**config.mk**
```make
export PLATFORM = sky130hd
export DESIGN_NAME = dmem_responder
export DESIGN_NICKNAME = d
export VERILOG_FILES = /design/src/rtl/dmem_responder.sv
export SDC_FILE = /design/constraint.sdc
export NUM_CORES = 2
export LEC_CHECK = 0
export ABC_AREA = 1
export BUFFER_PORTS_ARGS = -buffer_cell sky130_fd_sc_hd__buf_2
export CAP_MARGIN = 40
export CELL_PAD_IN_SITES_DETAIL_PLACEMENT = 1
export CELL_PAD_IN_SITES_GLOBAL_PLACEMENT = 1
export CORE_MARGIN = 5
export CORE_UTILIZATION = 39
export CTS_CLUSTER_DIAMETER = 200
export DETAILED_ROUTE_END_ITERATION = 6
export MAX_ROUTING_LAYER = met4
export PLACE_DENSITY_LB_ADDON = 0.08
export SKIP_LAST_GASP = 1
export SYNTH_ARGS = -nofsm -noshare
export SYNTH_HDL_FRONTEND = slang
export SYNTH_SLANG_ARGS = --single-unit
```
**constraint.sdc**
```tcl
create_clock -name clk -period 4.5 [get_ports clk]
set_input_delay 0.675 -clock clk [delete_from_list [all_inputs] [get_ports clk]]
set_output_delay 0.675 -clock clk [all_outputs]
set_load 0.02 [all_outputs]
```
**src/rtl/dmem_responder.sv**
```systemverilog
// dmem_responder: word-addressed data memory for the Memory stage with
// WAIT_STATES extra busy cycles per access, stall output and misalign flag.
// Ports:
//   clk, reset (async, active-low)
//   MemReqM, MemWriteM, ALUOutM, WriteDataM : request from the Memory stage
//   ReadDataM  : registered load data, held until the next load
//   MemReadyM  : one-cycle completion pulse
//   MemStallM  : combinational freeze request to the hazard unit
//   MisalignM  : pulses with MemReadyM when ALUOutM[1:0] != 0
module dmem_responder #(
   parameter int DEPTH_WORDS = 64,
   parameter int WAIT_STATES = 2
) (
   input  logic        clk,
   input  logic        reset,
   input  logic        MemReqM,
   input  logic        MemWriteM,
   input  logic [31:0] ALUOutM,
   input  logic [31:0] WriteDataM,
   output logic [31:0] ReadDataM,
   output logic        MemReadyM,
   output logic        MemStallM,
   output logic        MisalignM
);

   localparam int AW = $clog2(DEPTH_WORDS);

   typedef enum logic [1:0] {
      IDLE = 2'd0,
      BUSY = 2'd1,
      RESP = 2'd2
   } state_t;

   state_t state, state_n;

   logic [3:0]    cnt, cnt_n;
   logic [AW-1:0] idx_q;
   logic [31:0]   data_q;
   logic          write_q;
   logic          mis_q;
   logic          accept;
   logic          finish;

   logic [31:0] mem [DEPTH_WORDS];

   // Address bits above the word index wrap and are not stored.
   logic unused_addr;
   assign unused_addr = ^ALUOutM[31:AW+2];

   always_ff @(posedge clk or negedge reset) begin
      if (!reset) begin
         state <= IDLE;
      end else begin
         state <= state_n;
      end
   end

   always_comb begin
      state_n = state;
      cnt_n   = cnt;
      accept  = 1'b0;
      finish  = 1'b0;
      unique case (state)
         IDLE: begin
            if (MemReqM) begin
               accept  = 1'b1;
               cnt_n   = 4'(WAIT_STATES);
               state_n = BUSY;
            end
         end
         BUSY: begin
            if (cnt != 4'd0) begin
               cnt_n = cnt - 4'd1;
            end else begin
               finish  = 1'b1;
               state_n = RESP;
            end
         end
         RESP: begin
            // The same instruction is still presenting its request here,
            // so it is deliberately not re-accepted.
            state_n = IDLE;
         end
         default: begin
            state_n = IDLE;
         end
      endcase
   end

   assign MemStallM = ((state == IDLE) && MemReqM) || (state == BUSY);

   always_ff @(posedge clk or negedge reset) begin
      if (!reset) begin
         cnt       <= 4'd0;
         idx_q     <= '0;
         data_q    <= 32'd0;
         write_q   <= 1'b0;
         mis_q     <= 1'b0;
         ReadDataM <= 32'd0;
         MemReadyM <= 1'b0;
         MisalignM <= 1'b0;
      end else begin
         cnt       <= cnt_n;
         MemReadyM <= finish;
         MisalignM <= finish && mis_q;
         if (accept) begin
            idx_q   <= ALUOutM[AW+1:2];
            data_q  <= WriteDataM;
            write_q <= MemWriteM;
            mis_q   <= (ALUOutM[1:0] != 2'b00);
         end
         if (finish && !write_q) begin
            ReadDataM <= mis_q ? 32'd0 : mem[idx_q];
         end
      end
   end

   // Storage is not reset; an async reset forces IDLE so an aborted
   // store can never reach this write.
   always_ff @(posedge clk) begin
      if (finish && write_q && !mis_q) begin
         mem[idx_q] <= data_q;
      end
   end

endmodule

```
-- Word level (Yosys, flattened, before mapping)
Memories as Yosys holds them, arrays and structs flattened.
Index checks and enable logic that the tools add are counted.
- ROM bits: 0
- output and inout bits: 35
- memories: 1
- latch bits: 0
- register bits: 80
- input port bits: 68
- memory bits (writable): 2048
- logic and storage cells: 42
- add/sub/neg operators: 1
- multiply operators: 0
- divide/modulo/power cells: 0
- bitwise gates (word level): 0
- reduce and logical (&&, ||, !) cells: 14
- muxes and demuxes: 13
- shifts and indexed selects: 0
- magnitude comparators: 0
- equality and inequality tests: 4
- memories (memory ; depth ; bits a word ; read ports ; clocked after memory_dff ; write ports ; RTL line ; RTL):
    mem ; 64 ; 32 ; 1 ; 0 ; 1 ; 44 ; logic [31:0] mem [DEPTH_WORDS];
- operator list (operator ; count):
    $mux W32 ; 1
    $mux W4 ; 2
    $pmux W4 S2 ; 1
    $mux W1 ; 6
    $ne A2 B2 Y1 const B ; 3
    $logic_and A1 B1 Y1 ; 5
    $mux W2 ; 2
    $pmux W2 S2 ; 1
    $reduce_bool A2 Y1 ; 2
    $reduce_bool A4 Y1 ; 1
    $sub A4 B1 Y4 const B ; 1
    $reduce_and A3 Y1 ; 1
    $eq A2 B1 Y1 const B ; 1
    $logic_not A1 Y1 ; 2
    $logic_not A2 Y1 ; 1
    $reduce_and A2 Y1 ; 1
    $logic_or A1 B1 Y1 ; 1

-- Logic depth before layout (Yosys ltp)
- depth after elaboration: 7
- depth in mapped cells: 16
- gate-level depth less buffers: 13

-- Worst setup path before layout
Ideal clock, no wire load.
- path kind: register -> register
- from: reg cnt[0]
- to: mem mem[0][0], enable pin
- stages on the path, launching flop included: 9
- setup time: 421 ps
- arrival time: 2861 ps
- buffers on the path: 0
- period minus slack after synthesis: 3282 ps
- data required time: 4079 ps
- slack: 1218 ps
- path through: dfrtp_1 inv_1 ha_1 nand3_1 nor2_2 inv_1 nor3_2 nand3_1 nor2_1
- cells in the longest elaborated chain, start to end: 7
- RTL lines (element ; RTL line ; RTL):
    start: declaration ; 36 ; logic [3:0] cnt, cnt_n;
    start signal: assignment ; 103 ; cnt <= cnt_n;
    $reduce_bool A4 Y1 ; 72 ; if (cnt != 4'd0) begin
    $mux W1 ; 72 ;
    $mux W1 ; 63 ; unique case (state)
    via finish ; 42 ; logic finish;
    $logic_and A1 B1 Y1 (2 in a row) ; 121 ; if (finish && write_q && !mis_q) begin
    $mux W1 ; 121 ;
    $mux W1 (implied by the code) ; 122 ; mem[idx_q] <= data_q;
    end: declaration ; 44 ;
The timed path passes the listed nets, and every way through them passes these cells.

-- Final worst setup path
- from: reg cnt[0]
- to: mem mem[63][2], enable pin
Same word-level chain as after synthesis.

==> impl_metrics.yaml <==
routing:
  dr.pass1.iters: 6
  wl_per_cell_um: 23.5
  wl_um: 283000
  drt_first_iter_violations: 4414
  remaining_drc_errors: 0
  ant_nets: 0
  vias: 60992
  avgViaCountPerCell: 5.05
cts:
  cts_root_buf: "clkbuf_16"
  insertion_delay_ns: 0.87
  cts_inserted_buffers: 231
  cts_resized: 0
  clock-sinks: 2128
  cts_tree: "yes"
  cts_buffer_depth: 3
  cts_hold_buf: 27
  clk_pin_slew_ns: 0.06
  postCtsSetupRepairBufs: 0
  htreeDepth: 4
yosys:
  yosys_warnings: 0
  yosysUniqueCellTypes: 23
  synth-seq-cells: 2128
  synth_cells: 8738
  synth.avg_cell_area_um2: 10.2
  netlist_area_um2: 88800
  syn_nets: 8808
  seq_area_frac_synth_pct: 71.5
pwr:
  p_int_mw: 40.3
  p_comb_share_pct: 32.8
  p_per_area_nw_per_um2: 650
  power_mw: 66.0
  power_switching_share_pct: 39.0
  p_leak_nw: 42.6
  p_switching_mw: 25.8
  p_clk_share_pct: 28.0
  power_frac_seq_pct: 39.2
  ir_drop_mv: 0.582
grt:
  overflow: 0
  grt_pass1_vias: 62475
  grt_usage_pct: 24.4
  antenna_found_initial: 17
  grtUsageMet2_pct: 39.0
  top_usage_layer: "met2"
  grt_pass1_wl_um: 415000
  grt_use_met1_pct: 32.5
  met3_usage_pct: 4.13
  grt_start_max_net_pins: 145
run:
  cap_viol_max_count: 0
sta:
  slew_headroom_pct: 33.1
  fin_crit_sh_pct: 77.3
  fmax_mhz: 287
  tightest_slew_ns: 1.00
  final.setup.tns_ns: 0
  hold_slack_ns: 0.0607
  slew_viol_final: 0
  finClkSkew_ns: 0.0452
  final.min_clock_period_ns: 3.48
  fin_ws_ns: 1.02
  rsz0062_at_grt: "false"
  hold_viol_final: 0
  setup_violations: 0
run_status:
  status: "completed"
final_layout:
  final_common_cell: "nand2_1"
  fill_cells: 24750
  finalNetCount: 8931
  multi_input_area_um2: 23700
  regArea_um2: 63600
  drive_gt1_share_pct: 8.14
  syn2layout_area_growth_pct: 14.4
  mostFrequentLayoutCells: "5924 x nand2_1, 2048 x edfxtp_1, 235 x clkbuf_16, 160 x buf_4, 83 x nor2_1"
  instances_no_fill: 12070
setup_path:
  cp.arrival_ns: 4.00
  worst_setup_path_start_kind: "register"
  endpoint_kind: "register"
  path_max_fanout: 21
  required_ns: 5.02
  critPathKind: "reg -> reg"
hold_path:
  hold_path.class: "in -> reg"
die:
  die_h_um: 487
  dieArea_um2: 237000
  io_pins: 103
  rows: 175
  start_util_pct: 39.1
  die_w_um: 487
  core-area_um2: 227000
placement:
  gp_congestion: 0.801
  dp_hpwl_um: 160000
  port_buffers: 78
  placedCellCount: 11610
  post-place-ws_ns: 0.992
routing by layer:
layer / vias to the layer above / wire [um]
met5: - / 0
met3: 367 / 15300
li1: 28435 / -
met2: 1166 / 133000
met1: 31024 / 128000
met4: 0 / 7250
area by class of cell:
class,instances,share of cell area [%]
antenna,5,0.0123
clock inverter,107,0.994
clock buffer,321,6.22
sequential,2128,62.5
multi-input combinational,6138,23.4
tap,3009,3.71
inverter,40,0.170
timing repair buffer,322,2.98
synth_stat cells:
| library cell | number | area (um^2) |
|---|---|---|
| o21ai_0 | 14 | 70.1 |
| edfxtp_1 | 2048 | 61500 |
| o211ai_1 | 7 | 52.6 |
| a31oi_1 | 1 | 6.26 |
| nor2_2 | 1 | 6.26 |
| buf_2 | 252 | 1260 |
| or2_2 | 4 | 25.0 |
| clkinv_1 | 1 | 3.75 |
| clkbuf_1 | 141 | 529 |
| o21ai_1 | 4 | 20.0 |
| inv_2 | 6 | 22.5 |
| nand2_1 | 5924 | 22200 |
| ha_1 | 2 | 25.0 |
| buf_1 | 35 | 131 |
| nand3_1 | 19 | 95.1 |
| buf_4 | 4 | 30.0 |
| or2_0 | 1 | 6.26 |
| nor2_1 | 149 | 559 |
| dfrtp_1 | 80 | 2000 |
| a21oi_1 | 1 | 5.00 |
| nor3_2 | 8 | 80.1 |
| nor3_1 | 3 | 15.0 |
| inv_1 | 33 | 124 |
power by group through the flow:
stage | Sequential (mW) | Combinational (mW) | Clock (mW)
finish | 25.9 | 21.7 | 18.5
global route | 25.9 | 24.2 | 19.8
CTS | 25.9 | 22.0 | 18.9
detailed placement | 26.3 | 21.9 | 0
global placement | 26.4 | 21.2 | 0
floorplan | 26.5 | 12.3 | 0
flip-flops by register name, summed over array words and instances, names as in the netlist:
| signal | flops |
|---|---|
| idx_q | 6 |
| MemReadyM | 1 |
| ReadDataM | 32 |
| MisalignM | 1 |
| cnt | 4 |
| data_q | 32 |
| state | 2 |
| write_q | 1 |
| mem | 2048 |
| mis_q | 1 |
worst paths after layout:
check	startpoint	endpoint	slack [ns]	cells after the start
max in group asynchronous	reset	idx_q[1]	3.04	3
setup / recovery	cnt[0]	mem[63][2]	1.02	11
min in group asynchronous	reset	state[0]	0.38	2
setup reg to reg	cnt[0]	mem[63][2]	1.02	11
hold reg to reg	data_q[29]	data_q[29]	0.48	2
hold / removal	ALUOutM[2]	idx_q[0]	0.06	3
per-stage QoR:
step                cell area (um^2)  util [%]
finish                        102000      44.7
CTS                           102000      44.7
global route                  102000      44.7
detailed placement             94000      41.4
global placement               93900      41.3
floorplan                      88800         -
kinds of logic (layout without fill, tap and decap cells):
| kind of cell | after synthesis | after routing | share of synthesized area (%) |
|---|---|---|---|
| compound gates | 27 | 27 | 0.173 |
| buf+inv | 472 | 790 | 2.37 |
| simple gates | 6109 | 6109 | 25.9 |
| fa+ha+maj | 2 | 2 | 0.0282 |
| other cells | 0 | 5 | 0 |
| flops | 2128 | 2128 | 71.5 |
worst max-delay path, stage by stage (launching register included):
cell and delay [ns]:
dfrtp_1 0.37, inv_1 0.13, ha_1 0.17, nand3_1 0.13, nor2_2 0.39, inv_1 0.14, nor3_2 0.12, buf_4 0.21
nand3_1 0.36, buf_4 0.35, nor2_4 0.42, buf_12 0.27
Note: power is estimated with default switching activity, not from simulation.
